`src/rtl/ika9958_pkg.sv`:
```
// Shared types and constants for the ika9958 CPU-port register-write front end.
package ika9958_pkg;

  typedef enum logic [1:0] {
    PORT0 = 2'd0,
    PORT1 = 2'd1,
    PORT2 = 2'd2,
    PORT3 = 2'd3
  } cpu_port_e;

  typedef enum logic {
    IDLE       = 1'b0,
    HAVE_FIRST = 1'b1
  } p1_state_e;

  localparam logic [5:0]  R17_IDX    = 6'd17;
  localparam int unsigned P1_REGFLAG = 7;
  localparam int unsigned P1_WRFLAG  = 6;

endpackage

```
`src/rtl/ika9958_cpuif_regwr.sv`:
```
// Decodes port #1 two-byte sequences and port #3 indirect writes into
// registered single-cycle register-write and VRAM-address-setup strobes.
module ika9958_cpuif_regwr
  import ika9958_pkg::*;
#(
  parameter int unsigned REG_AW   = 6,
  parameter int unsigned R17_ADDR = 32'(R17_IDX)
) (
  input  logic              i_EMUCLK,
  input  logic              i_RST,
  input  logic              i_CS,
  input  logic              i_WR,
  input  logic              i_RD,
  input  logic [1:0]        i_MODE,
  input  logic [7:0]        i_DIN,
  output logic              o_REG_WE,
  output logic [REG_AW-1:0] o_REG_ADDR,
  output logic [7:0]        o_REG_DATA,
  output logic [7:0]        o_R17,
  output logic              o_VADDR_SET,
  output logic [13:0]       o_VADDR,
  output logic              o_VADDR_WRITE
);

  localparam logic [REG_AW-1:0] R17_A = REG_AW'(R17_ADDR);

  p1_state_e         state_q, state_d;
  logic [7:0]        latch_q, latch_d;
  logic              we_q, we_d;
  logic [REG_AW-1:0] addr_q, addr_d;
  logic [7:0]        data_q, data_d;
  logic              vset_q, vset_d;
  logic [13:0]       vaddr_q, vaddr_d;
  logic              vwr_q, vwr_d;
  logic [7:0]        r17_q, r17_d;

  cpu_port_e         port;
  logic              valid;
  logic              p1_wr, p1_rd, p3_wr;
  logic [REG_AW-1:0] ptr;

  assign port  = cpu_port_e'(i_MODE);
  assign valid = i_CS & (i_WR ^ i_RD);
  assign p1_wr = valid & i_WR & (port == PORT1);
  assign p1_rd = valid & i_RD & (port == PORT1);
  assign p3_wr = valid & i_WR & (port == PORT3);
  assign ptr   = r17_q[REG_AW-1:0];

  always_comb begin
    state_d = state_q;
    latch_d = latch_q;
    we_d    = 1'b0;
    addr_d  = addr_q;
    data_d  = data_q;
    vset_d  = 1'b0;
    vaddr_d = vaddr_q;
    vwr_d   = vwr_q;
    r17_d   = r17_q;

    if (p1_rd) begin
      // A status read resets the byte toggle; the latched first byte survives.
      state_d = IDLE;
    end else if (p1_wr) begin
      unique case (state_q)
        IDLE: begin
          latch_d = i_DIN;
          state_d = HAVE_FIRST;
        end
        HAVE_FIRST: begin
          state_d = IDLE;
          if (i_DIN[P1_REGFLAG]) begin
            we_d   = 1'b1;
            addr_d = i_DIN[REG_AW-1:0];
            data_d = latch_q;
            if (i_DIN[REG_AW-1:0] == R17_A) r17_d = latch_q;
          end else begin
            vset_d  = 1'b1;
            vaddr_d = {i_DIN[5:0], latch_q};
            vwr_d   = i_DIN[P1_WRFLAG];
          end
        end
        default: state_d = IDLE;
      endcase
    end else if (p3_wr) begin
      // Indirect writes may not target the pointer itself, but still advance it.
      if (ptr != R17_A) begin
        we_d   = 1'b1;
        addr_d = ptr;
        data_d = i_DIN;
      end
      if (!r17_q[7]) r17_d = {r17_q[7:REG_AW], ptr + REG_AW'(1)};
    end
  end

  always_ff @(posedge i_EMUCLK) begin
    if (i_RST) begin
      state_q <= IDLE;
      latch_q <= '0;
      we_q    <= 1'b0;
      addr_q  <= '0;
      data_q  <= '0;
      vset_q  <= 1'b0;
      vaddr_q <= '0;
      vwr_q   <= 1'b0;
      r17_q   <= '0;
    end else begin
      state_q <= state_d;
      latch_q <= latch_d;
      we_q    <= we_d;
      addr_q  <= addr_d;
      data_q  <= data_d;
      vset_q  <= vset_d;
      vaddr_q <= vaddr_d;
      vwr_q   <= vwr_d;
      r17_q   <= r17_d;
    end
  end

  assign o_REG_WE      = we_q;
  assign o_REG_ADDR    = addr_q;
  assign o_REG_DATA    = data_q;
  assign o_R17         = r17_q;
  assign o_VADDR_SET   = vset_q;
  assign o_VADDR       = vaddr_q;
  assign o_VADDR_WRITE = vwr_q;

endmodule

```
`config.mk`:
```
export PLATFORM = sky130hd
export DESIGN_NAME = ika9958_cpuif_regwr
export DESIGN_NICKNAME = d
export VERILOG_FILES = /design/src/rtl/ika9958_pkg.sv /design/src/rtl/ika9958_cpuif_regwr.sv
export SDC_FILE = /design/constraint.sdc
export NUM_CORES = 1
export LEC_CHECK = 0
export ABC_AREA = 1
export ABC_CLOCK_PERIOD_IN_PS = 2080
export BUFFER_PORTS_ARGS = -buffer_cell sky130_fd_sc_hd__buf_2
export CELL_PAD_IN_SITES_DETAIL_PLACEMENT = 1
export CELL_PAD_IN_SITES_GLOBAL_PLACEMENT = 1
export CORE_MARGIN = 2
export CORE_UTILIZATION = 40
export CTS_CLUSTER_DIAMETER = 30
export DETAILED_ROUTE_END_ITERATION = 6
export PLACE_DENSITY_LB_ADDON = 0.3
export SLEW_MARGIN = 10
export SYNTH_ARGS = -nofsm -noshare
export SYNTH_HDL_FRONTEND = slang
export SYNTH_SLANG_ARGS = --single-unit
```
`constraint.sdc`:
```
create_clock -name i_EMUCLK -period 2.08 [get_ports i_EMUCLK]
set_clock_uncertainty 0.1 [all_clocks]
set_input_delay 0 -clock i_EMUCLK [delete_from_list [all_inputs] [get_ports i_EMUCLK]]
set_output_delay 0 -clock i_EMUCLK [all_outputs]
set_load 0.05 [all_outputs]
```
==> results.md <==
- The flow ran to the end, but the final reports show violations.
- The final reports fail on hold timing.
- The clock root buffer is sky130_fd_sc_hd__clkbuf_8.
- Global routing used 21.6% of the available tracks.
- The share of total power dissipated in combinational logic is around 10%.
- Setup repair after global routing left no endpoint under its margin.
- The worst setup path is launched from an input port.
- The internal power contribution is approximately 1.3 mW.
- The final sum of negative setup slack is 0 ns.
- The critical path's most frequent cell is sky130_fd_sc_hd__nand2_1.
- The via count of the first global-routing pass is approximately 2.1k.
- The longest individual stage delay on the worst path is about 0.55 ns.
- Once layout is complete, the cells apart from fillers number about 430.
- The first-pass GRT wire length is about 10 mm.
- The via total after detailed routing is between 2k and 2.5k.
- After floorplanning, the core was sized to cover roughly 5200 µm².
- After clock tree synthesis, the clock-pin slew on the worst setup and hold paths is ~0.09 ns.
- In this run the count of I/O pins placed on the die edge is 54.
- The number of antenna-violating nets in the routed design is 0.
- TritonCTS built the clock tree.
- The utilization of the core after routing is about 52%.
- The number of nets handed over by synthesis was around 310.
- Summed over all layers, the global routing overflow is 0.
- The normalized max-slew margin is a little under half.
- The largest total area in the synthesized netlist belongs to sky130_fd_sc_hd__dfxtp_1.
- The clock latency reported for the late side of the worst-skew pair is just over 0.3 ns.
- Power spread over the standard cell area amounts to around 630 nW/µm².
- Entering global routing, the biggest net connects 27 pins.
- The synthesis warning total is 0.
- Buffers inserted during clock tree synthesis total 5.
- The post-DP HPWL is 4.54 mm.
- After layout, the minimum clock period comes to 1.71 ns.
- Across the run, the number of max-cap violations was 0.
- The worst voltage drop across the vdd grid is 269 µV.
- Input and output buffers added on the ports amount to 53.
- The required arrival time at the worst endpoint is around 2.2 ns.
- The number of pins with negative max-slew slack in the final report is 0.
- The library cell used most frequently in the layout, excluding fill and tap cells, is sky130_fd_sc_hd__nor2_1.
- The deepest level of the CTS H-tree is 2.
- The post-route worst hold slack is -0.00497 ns.
- The total setup violations reported at the end of the flow is 0.
- Summing all non-filler instances in the final layout gives an area of approximately 2700 µm².
- The library cells used most frequently in the layout, excluding fill and tap cells, are sky130_fd_sc_hd__nor2_1 (57), sky130_fd_sc_hd__buf_2 (53), sky130_fd_sc_hd__dfxtp_1 (48).
- The average vias per placed instance is 5.06.
- The clock share of power is 34.4%.
- For this run, the register share of the synthesized area comes to 43.8%.
- Counting distinct cell types in the post-synthesis netlist gives 26.
- Summing all flip-flop and latch instances after layout gives 961 µm².
- In this run the worst hold path is classified as in2reg.
- The final-report hold violation count is 1.
- The first detailed-routing pass took 4 iterations.
- After clock tree synthesis, the setup repair step added 0 buffers.
- The number of placed cells counting well taps is 413.
- The top cell type's share of synthesized area is roughly 44%.
- The last weighted congestion value of the routability-driven placer is just under 0.9.
- STA puts the critical path data arrival time at 1.85 ns.
- The floorplan step defined a die boundary enclosing 6090 µm².
- The detail-routed net length per standard cell is around 15 µm.
- The count of standard-cell rows is 26.
- The leakage power figure is between 1 and 1.5 nW.
- The initial antenna violation count came to 0.
- Of all nets on the critical path, the largest fanout is 8.
- Synthesis inferred between 40 and 50 register bits.
- The post-route netlist has around a quarter of its cells at a drive strength greater than 1.
- Measured along the x axis, the die boundary spans about 80 µm.
- The count of filler cells inserted in the layout is between 700 and 800.
- After detailed routing, the number of remaining DRC violations is 0.
- The slowest cell on the critical path is sky130_fd_sc_hd__dlygate4sd3_1.
- The slew of the pin with the lowest slew margin is between 0.7 and 0.8 ns.
- The number of sinks on the clock net is 48.
- The final layout net count is around 380.
- After detailed routing, the total wire length is about 6.3 mm.
- In this run switching power makes up 25.8% of total power.
- Of the available clock period, the critical path in the final layout requires ~80%.
- Once the floorplan was initialized, standard cells occupied between 40% and 50% of the core.
- Ranked by total cell area, the synthesized netlist is headed by sky130_fd_sc_hd__dfxtp_1 (44%), sky130_fd_sc_hd__nor2_1 (9.8%), sky130_fd_sc_hd__nand2_1 (6.7%).
- A synthesized cell averages ~7.4 µm².
- Once placement finished, the instance area stood at approximately 2500 µm².
- The cell count after synthesis is around 300.
- Relative to the synthesized area, the layout overhead comes to 22.5%.
- The height of the chip is roughly 78 µm.
- The first routing iteration left 73 violations.
- Summed over all nets, the switching power comes to approximately 440 µW.
- In this run the deepest clock path goes through 2 buffers.
- The worst setup path is of the in2reg kind.
- Derived from the worst setup path, the maximum achievable clock frequency is between 0.5 and 0.6 GHz.
- The worst setup path is captured at a flip-flop.
- In the final layout, the multi-input gates occupy 1050 µm².
- 0 antenna diodes ended up in the layout.
- Sequential cells account for a little under three fifths of the total power.
- The combined area of all synthesized cells is about 2200 µm².
- The signal on the critical path passes through dlygate4sd3_1 -> buf_2 -> inv_1 -> nand2_1 -> nor2_1 -> nand2_1 -> nand2_1 -> nand2_2 -> nand2_1 -> nand2_1 -> nor2_1.
[worst paths after layout]
path	cells past startpoint	endpoint	slack (ns)	start
worst max-delay path	11	o_R17[3]	0.37	i_DIN[3]
worst min-delay path	4	state_q	-0.005	i_RD
worst max register to register	8	o_REG_DATA[1]	0.40	o_R17[1]
worst min register to register	2	o_REG_ADDR[0]	0.40	o_REG_ADDR[0]
[synthesized netlist by cell type, drive strengths merged]
library cell,count
nor2,70
dfxtp,48
nand2,44
o21ai,38
inv,26
a21oi,21
o21bai,15
nand3,11
buf,9
clkbuf,3
nand4,3
ha,2
o21a,2
or2,2
xor2,2
o211ai,1
[per-stage QoR]
stage	total power, mW	setup WS (ns)	hold WS [ns]
5_1_grt	1.76	0.254	0.0816
3_5_place_dp	1.11	0.433	0.187
2_1_floorplan	1.06	0.270	0.0629
4_1_cts	1.71	0.420	0.00200
3_3_place_gp	1.11	0.549	0.174
6_report	1.69	0.375	-0.00497
[kinds of logic (layout without fill, tap and decap cells)]
family,after synthesis,count (layout),synth area share [%]
AOI/OAI and AO/OA,77,77,19.6
buffers and inverters,38,100,8.16
and+or+nand+nor,130,130,26.4
DFF,48,48,43.8
xor gates and xnor gates,2,2,0.799
adders and majority gates,2,2,1.14
[critical path: cells and delay by family]
family	cells	cell delay, ns
and+or+nand+nor	8	1.03
buffers and inverters	3	0.82
[state kept, by name, indices dropped and copies added, names as in the netlist, 6 cells and up]
name        count
o_VADDR        14
latch_q         8
o_R17           8
o_REG_DATA      8
o_REG_ADDR      6
[power by group through the flow]
| stage | combinational, mW | sequential (mW) | clock [mW] |
|---|---|---|---|
| detailed placement | 0.152 | 0.962 | 0 |
| global route | 0.182 | 0.943 | 0.636 |
| CTS | 0.165 | 0.940 | 0.601 |
| finish | 0.168 | 0.940 | 0.581 |
| floorplan | 0.0707 | 0.991 | 0 |
| global placement | 0.150 | 0.961 | 0 |
[area by class of cell]
| cell class | instances | share of cell area (%) |
|---|---|---|
| clock buffer | 6 | 3.08 |
| tap | 70 | 3.26 |
| multi-input combinational | 211 | 39.2 |
| clock inverter | 1 | 0.326 |
| inverter | 26 | 3.73 |
| timing repair buffer | 67 | 14.6 |
| sequential | 48 | 35.8 |
[per-layer routing]
metal / track usage, % / routed length (µm) / up-vias / share of wire, %
met4: 7.37 / 112 / 0 / 1.8
met3: 4.02 / 288 / 12 / 4.5
met2: 36.2 / 3020 / 65 / 48
li1: - / - / 1079 / -
met5: 0 / 0 / - / 0
met1: 27.9 / 2930 / 1016 / 46
[what timing repair did]
item                                    4_1_cts  5_1_grt
hold buffers                                  9        0
hold endpoints to repair                     19        0
resized for setup                             0        0
endpoints found under the setup margin        0        0
Power figures use the tool's default switching activity.
